$ cat src/rtl/flag_pkg.sv
// Shared definitions for the flag-register controller: opcodes, condition codes,
// {N,V,Z} bit positions, FSM states and the opcode-to-flag write mask.
package flag_pkg;

  localparam logic [3:0] OP_ADD = 4'h0;
  localparam logic [3:0] OP_SUB = 4'h1;
  localparam logic [3:0] OP_XOR = 4'h2;
  localparam logic [3:0] OP_SLL = 4'h4;
  localparam logic [3:0] OP_SRA = 4'h5;
  localparam logic [3:0] OP_ROR = 4'h6;

  // Bit positions inside a {N,V,Z} flag vector
  localparam int FLAG_N = 2;
  localparam int FLAG_V = 1;
  localparam int FLAG_Z = 0;

  localparam logic [2:0] MASK_ALL  = 3'b111;
  localparam logic [2:0] MASK_Z    = 3'b001;
  localparam logic [2:0] MASK_NONE = 3'b000;

  typedef enum logic [2:0] {
    CC_NE = 3'b000,
    CC_EQ = 3'b001,
    CC_GT = 3'b010,
    CC_LT = 3'b011,
    CC_GE = 3'b100,
    CC_LE = 3'b101,
    CC_OV = 3'b110,
    CC_AL = 3'b111
  } cond_e;

  typedef enum logic {
    ST_IDLE = 1'b0,
    ST_WAIT = 1'b1
  } state_e;

  function automatic logic [2:0] flag_mask(input logic [3:0] opcode);
    case (opcode)
      OP_ADD, OP_SUB:                 flag_mask = MASK_ALL;
      OP_XOR, OP_SLL, OP_SRA, OP_ROR: flag_mask = MASK_Z;
      default:                        flag_mask = MASK_NONE;
    endcase
  endfunction

endpackage

$ cat src/rtl/flag_ctrl_if.sv
// Decode/execute-side signal bundle of the flag controller.
// master = core pipeline side, slave = flag_ctrl.
interface flag_ctrl_if;
  logic       id_adv;
  logic [3:0] id_opcode;
  logic       ex_we;
  logic [3:0] ex_opcode;
  logic [2:0] ex_flags;
  logic       br_valid;
  logic [2:0] br_cond;
  logic       flush;
  logic       N_flag;
  logic       Z_flag;
  logic       V_flag;
  logic       br_stall;
  logic       br_resolved;
  logic       br_taken;

  modport master (
    output id_adv, id_opcode, ex_we, ex_opcode, ex_flags, br_valid, br_cond, flush,
    input  N_flag, Z_flag, V_flag, br_stall, br_resolved, br_taken
  );

  modport slave (
    input  id_adv, id_opcode, ex_we, ex_opcode, ex_flags, br_valid, br_cond, flush,
    output N_flag, Z_flag, V_flag, br_stall, br_resolved, br_taken
  );
endinterface

$ cat src/rtl/flag_cond_eval.sv
// Combinational branch-condition evaluation on a {N,V,Z} flag vector.
module flag_cond_eval
  import flag_pkg::*;
(
  input  logic [2:0] flags,
  input  logic [2:0] cond,
  output logic       taken
);

  logic n, v, z;

  assign n = flags[FLAG_N];
  assign v = flags[FLAG_V];
  assign z = flags[FLAG_Z];

  always_comb begin
    taken = 1'b0;
    case (cond_e'(cond))
      CC_NE:   taken = !z;
      CC_EQ:   taken = z;
      CC_GT:   taken = !z && !n;
      CC_LT:   taken = n;
      CC_GE:   taken = z || !n;
      CC_LE:   taken = n || z;
      CC_OV:   taken = v;
      CC_AL:   taken = 1'b1;
      default: taken = 1'b0;
    endcase
  end

endmodule

$ cat src/rtl/flag_ctrl.sv
// Flag register, in-flight flag-writer counter and branch stall/resolve FSM.
// Optional build macro FLAG_CTRL_BYPASS_EN forwards completing ALU flags to a waiting branch.
module flag_ctrl
  import flag_pkg::*;
#(
  parameter int EX_STAGES = 1
) (
  input logic        clk,
  input logic        rst_n,
  flag_ctrl_if.slave bus
);

  // state | meaning
  // IDLE  | no branch held; a hazard-free branch resolves combinationally
  // WAIT  | branch held in decode until the pending flag writers drain

  localparam int PW = $clog2(EX_STAGES + 1);
  localparam logic [PW-1:0] PEND_MAX = PW'(EX_STAGES);

  logic [2:0]    flags_q;
  logic [PW-1:0] pending_q;
  state_e        state_q;

  logic [2:0] ex_mask, id_mask, merged, eff;
  logic       inc, dec, byp, hazard, cond_true, resolve, stall;

  assign ex_mask = flag_mask(bus.ex_opcode);
  assign id_mask = flag_mask(bus.id_opcode);
  assign inc     = bus.id_adv && !bus.flush && (id_mask != MASK_NONE);
  assign dec     = bus.ex_we && (ex_mask != MASK_NONE);
  assign merged  = (bus.ex_flags & ex_mask) | (flags_q & ~ex_mask);

`ifdef FLAG_CTRL_BYPASS_EN
  assign byp = (pending_q == PW'(1)) && dec;
`else
  assign byp = 1'b0;
`endif

  assign eff    = byp ? merged : flags_q;
  assign hazard = bus.br_valid && (pending_q != '0) && !byp && (bus.br_cond != CC_AL);

  flag_cond_eval u_cond (
    .flags (eff),
    .cond  (bus.br_cond),
    .taken (cond_true)
  );

  // A flush in WAIT squashes the held branch, so it neither stalls nor resolves
  always_comb begin
    resolve = 1'b0;
    stall   = 1'b0;
    if (!rst_n && bus.br_valid && !(state_q == ST_WAIT && bus.flush)) begin
      resolve = !hazard;
      stall   = hazard;
    end
  end

  always_ff @(posedge clk) begin
    if (rst_n) begin
      flags_q   <= '0;
      pending_q <= '0;
    end else begin
      if (bus.ex_we) flags_q <= merged;
      if (inc && !dec && pending_q != PEND_MAX)
        pending_q <= pending_q + PW'(1);
      else if (dec && !inc && pending_q != '0)
        pending_q <= pending_q - PW'(1);
      assert (!(inc && !dec && pending_q == PEND_MAX))
        else $error("flag_ctrl: pending counter overflow");
      assert (!(dec && !inc && pending_q == '0))
        else $error("flag_ctrl: pending counter underflow");
    end
  end

  always_ff @(posedge clk) begin
    if (rst_n) begin
      state_q <= ST_IDLE;
    end else begin
      case (state_q)
        ST_IDLE: if (bus.br_valid && hazard) state_q <= ST_WAIT;
        ST_WAIT: if (bus.flush || !bus.br_valid || !hazard) state_q <= ST_IDLE;
        default: state_q <= ST_IDLE;
      endcase
    end
  end

  assign bus.N_flag      = flags_q[FLAG_N];
  assign bus.Z_flag      = flags_q[FLAG_Z];
  assign bus.V_flag      = flags_q[FLAG_V];
  assign bus.br_stall    = stall;
  assign bus.br_resolved = resolve;
  assign bus.br_taken    = resolve && cond_true;

endmodule

$ cat src/flat_wrapper.sv
// flat-port wrapper written by rule: the top's interface ports become plain ports
module flag_ctrl_flat import flag_pkg::*;
#(
  parameter int EX_STAGES = 1
)
  (clk, rst_n, bus_id_adv, bus_id_opcode, bus_ex_we, bus_ex_opcode, bus_ex_flags, bus_br_valid, bus_br_cond, bus_flush, bus_N_flag, bus_Z_flag, bus_V_flag, bus_br_stall, bus_br_resolved, bus_br_taken);
  flag_ctrl_if bus_i ();
  input logic clk;
  input logic rst_n;
  input wire logic [$bits(bus_i.id_adv)-1:0] bus_id_adv;
  input wire logic [$bits(bus_i.id_opcode)-1:0] bus_id_opcode;
  input wire logic [$bits(bus_i.ex_we)-1:0] bus_ex_we;
  input wire logic [$bits(bus_i.ex_opcode)-1:0] bus_ex_opcode;
  input wire logic [$bits(bus_i.ex_flags)-1:0] bus_ex_flags;
  input wire logic [$bits(bus_i.br_valid)-1:0] bus_br_valid;
  input wire logic [$bits(bus_i.br_cond)-1:0] bus_br_cond;
  input wire logic [$bits(bus_i.flush)-1:0] bus_flush;
  output wire logic [$bits(bus_i.N_flag)-1:0] bus_N_flag;
  output wire logic [$bits(bus_i.Z_flag)-1:0] bus_Z_flag;
  output wire logic [$bits(bus_i.V_flag)-1:0] bus_V_flag;
  output wire logic [$bits(bus_i.br_stall)-1:0] bus_br_stall;
  output wire logic [$bits(bus_i.br_resolved)-1:0] bus_br_resolved;
  output wire logic [$bits(bus_i.br_taken)-1:0] bus_br_taken;
  assign bus_i.id_adv = bus_id_adv;
  assign bus_i.id_opcode = bus_id_opcode;
  assign bus_i.ex_we = bus_ex_we;
  assign bus_i.ex_opcode = bus_ex_opcode;
  assign bus_i.ex_flags = bus_ex_flags;
  assign bus_i.br_valid = bus_br_valid;
  assign bus_i.br_cond = bus_br_cond;
  assign bus_i.flush = bus_flush;
  assign bus_N_flag = bus_i.N_flag;
  assign bus_Z_flag = bus_i.Z_flag;
  assign bus_V_flag = bus_i.V_flag;
  assign bus_br_stall = bus_i.br_stall;
  assign bus_br_resolved = bus_i.br_resolved;
  assign bus_br_taken = bus_i.br_taken;
  flag_ctrl #(.EX_STAGES(EX_STAGES)) u_core (.clk(clk), .rst_n(rst_n), .bus(bus_i));
endmodule
$ cat config.mk
export PLATFORM = sky130hd
export DESIGN_NAME = flag_ctrl_flat
export DESIGN_NICKNAME = d
export VERILOG_FILES = /design/src/rtl/flag_pkg.sv /design/src/rtl/flag_ctrl_if.sv /design/src/rtl/flag_cond_eval.sv /design/src/rtl/flag_ctrl.sv /design/src/flat_wrapper.sv
export SDC_FILE = /design/constraint.sdc
export NUM_CORES = 1
export LEC_CHECK = 0
export CORE_AREA = 2 2 39 41
export DETAILED_ROUTE_END_ITERATION = 7
export DIE_AREA = 0 0 41 43
export GPL_TIMING_DRIVEN = 1
export PLACE_DENSITY = 0.68
export SLEW_MARGIN = 10
export SYNTH_ARGS = -nofsm -noshare
export SYNTH_HDL_FRONTEND = slang
export SYNTH_SLANG_ARGS = --single-unit
$ cat constraint.sdc
create_clock -name clk -period 1.1 [get_ports clk]
set_input_delay 0.165 -clock clk [delete_from_list [all_inputs] [get_ports clk]]
set_output_delay 0.165 -clock clk [all_outputs]
set_load 0.02 [all_outputs]
---- Yosys cells after proc, flatten, opt, wreduce, memory -nomap -nowiden ----
Cells that the tools add are included.
cells by class
  add/sub/neg operators ................... 2
  equality and inequality tests ........... 18
  multiplexer cells ....................... 10
  bitwise logic cells ..................... 6
  reductions and logical operators ........ 38
operators by type and width
  operator            count
  $eq 4x3->1 const B  6
  $logic_and 1x1->1   15
  $eq 3x3->1 const B  4
  $pmux 3 s2          2
  $logic_not 1->1     9
  $eq 4x1->1 const B  2
  $eq 4x2->1 const B  2
  $logic_not 4->1     2
  $pmux 1 s8          1
  $reduce_or 4->1     2
  $and 3x3->3         2
  $eq 3x2->1 const B  2
  $mux 1              6
  $reduce_bool 3->1   2
  $logic_or 1x1->1    4
  $reduce_or 2->1     2
  $eq 3x1->1 const B  1
  $logic_not 3->1     1
  $ne 3x3->1 const B  1
  $not 3->3           1
  $or 3x3->3          1
  $not 1->1           2
  $pmux 1 s2          1
  $reduce_bool 2->1   1
  other kinds (2)     2
word-level totals
  flip-flop bits (word level) ............. 5
  input port bits ......................... 20
  output and inout bits ................... 6
  logic and storage cells ................. 77

---- Logic depth before layout (Yosys ltp) ----
  depth after elaboration ................. 10
  mapped depth ............................ 4
  mapped depth without buffers ............ 4

---- Cells and area by module ----
A second synthesis with hierarchy kept.
unflattened totals
  cells, all modules ...................... 41
  area, all modules ....................... 356.6 sq um
by module, submodules not included
  module          times used  cells an instance  area an instance (sq um)  sequential area each (sq um)
  flag_ctrl       1           30                 280.3                     100.1
  flag_cond_eval  1           11                 76.3                      0.0

---- Least setup slack after synthesis ----
Ideal clock, no wire load.
  kind .................................... reg-to-output
  from .................................... reg u_core.state_q
  to ...................................... out bus_br_taken
  data arrival time ....................... 1.328 ns
  data required time ...................... 0.935 ns
  slack ................................... -0.393 ns
  stages on the path, launching flop included .. 4
  path buffers ............................ 0
  cells stage by stage .................... dfxtp_1 a211oi_2 a21boi_2 nor4b_2
between the ends
  longest elaborated chain between the ends .. 5
RTL lines
  item                    line                source
  start, declared         flag_ctrl.sv:22     state_e state_q;
  start signal, assigned  flag_ctrl.sv:77     state_q <= ST_IDLE;
  start signal, assigned  flag_ctrl.sv:80     ST_IDLE: if (bus.br_valid && hazard) state_q <= ST_WAIT;
  start signal, assigned  flag_ctrl.sv:81     ST_WAIT: if (bus.flush || !bus.br_valid || !hazard) state_q <= ST_IDLE;
  $logic_and 1x1->1       flag_ctrl.sv:52     if (!rst_n && bus.br_valid && !(state_q == ST_WAIT && bus.flush)) begin
  $logic_not 1->1         flag_ctrl.sv:52
  $logic_and 1x1->1       flag_ctrl.sv:52
  $mux 1                  flag_ctrl.sv:52
  net bus_br_resolved     flat_wrapper.sv:22  output wire logic [$bits(bus_i.br_resolved)-1:0] bus_br_resolved;
  $logic_and 1x1->1       flag_ctrl.sv:92     assign bus.br_taken = resolve && cond_true;
  end, declared           flat_wrapper.sv:23  output wire logic [$bits(bus_i.br_taken)-1:0] bus_br_taken;
The timed path passes the listed nets, and every way through them passes these cells.

---- Worst setup path in the final report ----
  from .................................... reg u_core.state_q
  to ...................................... out bus_br_taken
between the ends
  longest elaborated chain between the ends .. 5
RTL lines
  item               line
  $logic_and 1x1->1  flag_ctrl.sv:52
  $logic_not 1->1    flag_ctrl.sv:52
  $logic_and 1x1->1  flag_ctrl.sv:52
  $mux 1             flag_ctrl.sv:52
  $logic_and 1x1->1  flag_ctrl.sv:92
Every way passes these cells.

==> flow_summary.ini <==
[timing]
fin_ws_ps = -416.4
min_period_ps = 1516
clock_skew_ps = 0.08049
maxSlewViolCount = 0
rsz0062_at_grt = yes
worst_pin_slew_ps = 275.3
clock.fmax_ghz = 0.6594
setup_viol = 3
hold_viol_final = 0
finalCritPeriodShare_pct = 137.9
slew-limit-headroom_pct = 81.57

[yosys]
synth.ff_latch_count = 5
yosysTopAreaCell = dfxtp_1
yosys_warnings = 0
async_flop_share_pct = 0
synth_most_common_cell = dfxtp_1
synth_edf_count = 0
synth.top_cell.area_share_pct = 27.78
synthCells = 34
synth_area_leaders = dfxtp_1 (28%), mux2i_1 (8.3%), a2111oi_4 (7.6%)
netlist_area_um2 = 360.3
synth.distinct_cells = 21
ys_seq_area_share_pct = 27.78
ys.flop_type = dfxtp_1
ys_top_cells_by_count = dfxtp_1 (5), mux2i_1 (3), nor2_1 (3), nor3b_1 (3)
synth_fp_nets = 54
avgSynthCellArea_um2 = 10.60

[pwr]
power_density_mw_per_mm2 = 760.4
leakage_uw = 0.0003403
ir_drop_mv = 0.7830
power_uw = 594.6

[clocking]
cts_tree = yes
insertion_delay_ps = 240
clkTransAtPathRegs_ps = 40
cts_inserted_buffers = 3
cts_buffer_depth = 2
clkSinkCount = 5
htreeDepth = 1
cts_root_buf = clkbuf_4

[die]
die_h_um = 43
rows = 14
core-area_mm2 = 0.001384
dieArea_mm2 = 0.001763
io_pins = 26
die_width_um = 41
initial_utilization_pct = 26.04

[finish]
diodes = 0
areaGrowthSynthToFinish_pct = 117.0
fillCellCount = 141
drive_above_1_share_pct = 53.95
final_util_pct = 56.51
final_nets = 97

[min_path]
hp-start = rst_n
hold_path_class = primary input to flop
min_delay_worst_endpoint = u_core.pending_q
whs_path_depth = 3

[global_routing]
grt-ovfl-total = 0
grt_pass1_vias = 432
grt_start_max_net_pins = 7
antenna_found_initial = 0
grt_use_total_pct = 13.64
grt_pass1_wl_mm = 1.614

[setup_path]
path_class = flop to primary output
end_kind = primary output
r2r_slack_ps = 40
reg2regPathDepth = 5
cp_slowest_cell = dfxtp_2
cp.arrival_ps = 1350
crit_required_ps = 940
startpoint = u_core.state_q
crit_fanout = 2
r2r-end = u_core.state_q
critPathLaunchType = flop
r2r_start = u_core.state_q
critPathMaxStageDelay_ps = 310
path_cells = a211oi_2 -> a21boi_4 -> nor4b_4 -> buf_4

[route]
drc = 0
vias = 421
avgViaCountPerCell = 4.576
wl_um = 945
wl_per_cell_um = 10.27
first_iter_violations = 2
dr.pass1.iters = 3
ant_nets = 0

[outcome]
violations = negative setup slack
status = complete, but fails checks

[placed_design]
gp_congestion = 0.7925
port_buffers = 24
hpwl_um = 792.2

[flow_run]
drv_cap = 0
-- metrics by stage --
stage	setup WS [ps]	instance area [µm²]	hold WS (ps)	TNS, ps	cells
floorplan	-196.0	384.1	229.3	-196.0	34
global placement	-1042	719.4	595.2	-4487	84
finish	-416.4	782.0	397.9	-1020	92
global route	-480.8	782.0	399.4	-1202	92
CTS	-419.0	773.2	392.6	-1028	91
detailed placement	-1086	719.4	591.6	-4562	84
-- how the worst max path moves through the flow --
stage	slack, ps	end	cells after the start
finish	-420	bus_br_taken	4
global route	-480	bus_br_taken	4
CTS	-420	bus_br_taken	4
detailed placement	-1090	bus_br_taken	6
global placement	-1040	bus_br_taken	6
floorplan	-200	bus_br_taken	3
-- worst max-delay path, delay by kind of cell, from the launching register on --
kind,cells,cell delay [ps]
AO/OA/AOI/OAI,2,440
flip-flops,1,310
AND/OR/NAND/NOR,1,190
buffers and inverters,1,170
-- area by class of cell --
class	instances	area [µm²]	share of cell area, %
Clock buffer	4	26.28	3.360
Multi-Input combinational cell	27	299.0	38.24
Tap cell	16	20.02	2.560
Inverter	2	7.507	0.9600
Sequential cell	5	103.9	13.28
Timing Repair Buffer	38	325.3	41.60
-- power breakdown --
| part | switching (µW) | internal [µW] |
|---|---|---|
| logic | 71.4 | 120 |
| clock network | 74.3 | 137 |
| registers | 4.05 | 188 |
| total | 150 | 445 |
-- layer usage --
| metal | global-route usage, % | up-vias | part of all wire (%) |
|---|---|---|---|
| met5 | 0 | - | 0 |
| met1 | 13.14 | 191 | 34 |
| met4 | 2.000 | 0 | 0 |
| li1 | - | 212 | - |
| met2 | 23.75 | 18 | 54 |
| met3 | 8.377 | 0 | 12 |
-- cells in the final DEF (no fill, tap or decap), types with 2 or more instances in the layout --
cell type / instances
nor4b_4: 2
clkdlybuf4s50_1: 8
mux2i_1: 3
maj3_2: 2
dfxtp_1: 2
buf_4: 13
nand3b_1: 2
nor2_1: 3
nor3b_2: 2
buf_2: 3
dfxtp_2: 3
and3_4: 2
buf_6: 4
dlygate4sd2_1: 10
clkbuf_4: 3
-- cells by family (layout without fill, tap and decap cells) --
group,count (synthesis),after routing,synth area share (%)
fa+ha+maj,2,2,5.903
flops,5,5,27.78
mux,3,3,8.334
simple gates,17,17,38.54
buf+inv,2,44,2.084
compound gates,5,5,17.36
-- timing repair --
item                                    CTS  global route
endpoints found under the setup margin   10             4
hold buffers                              0             0
pin swaps                                 5             5
gates resized for setup                  46             3
setup buffers                             4             1
(Power assumes the default switching activity.)
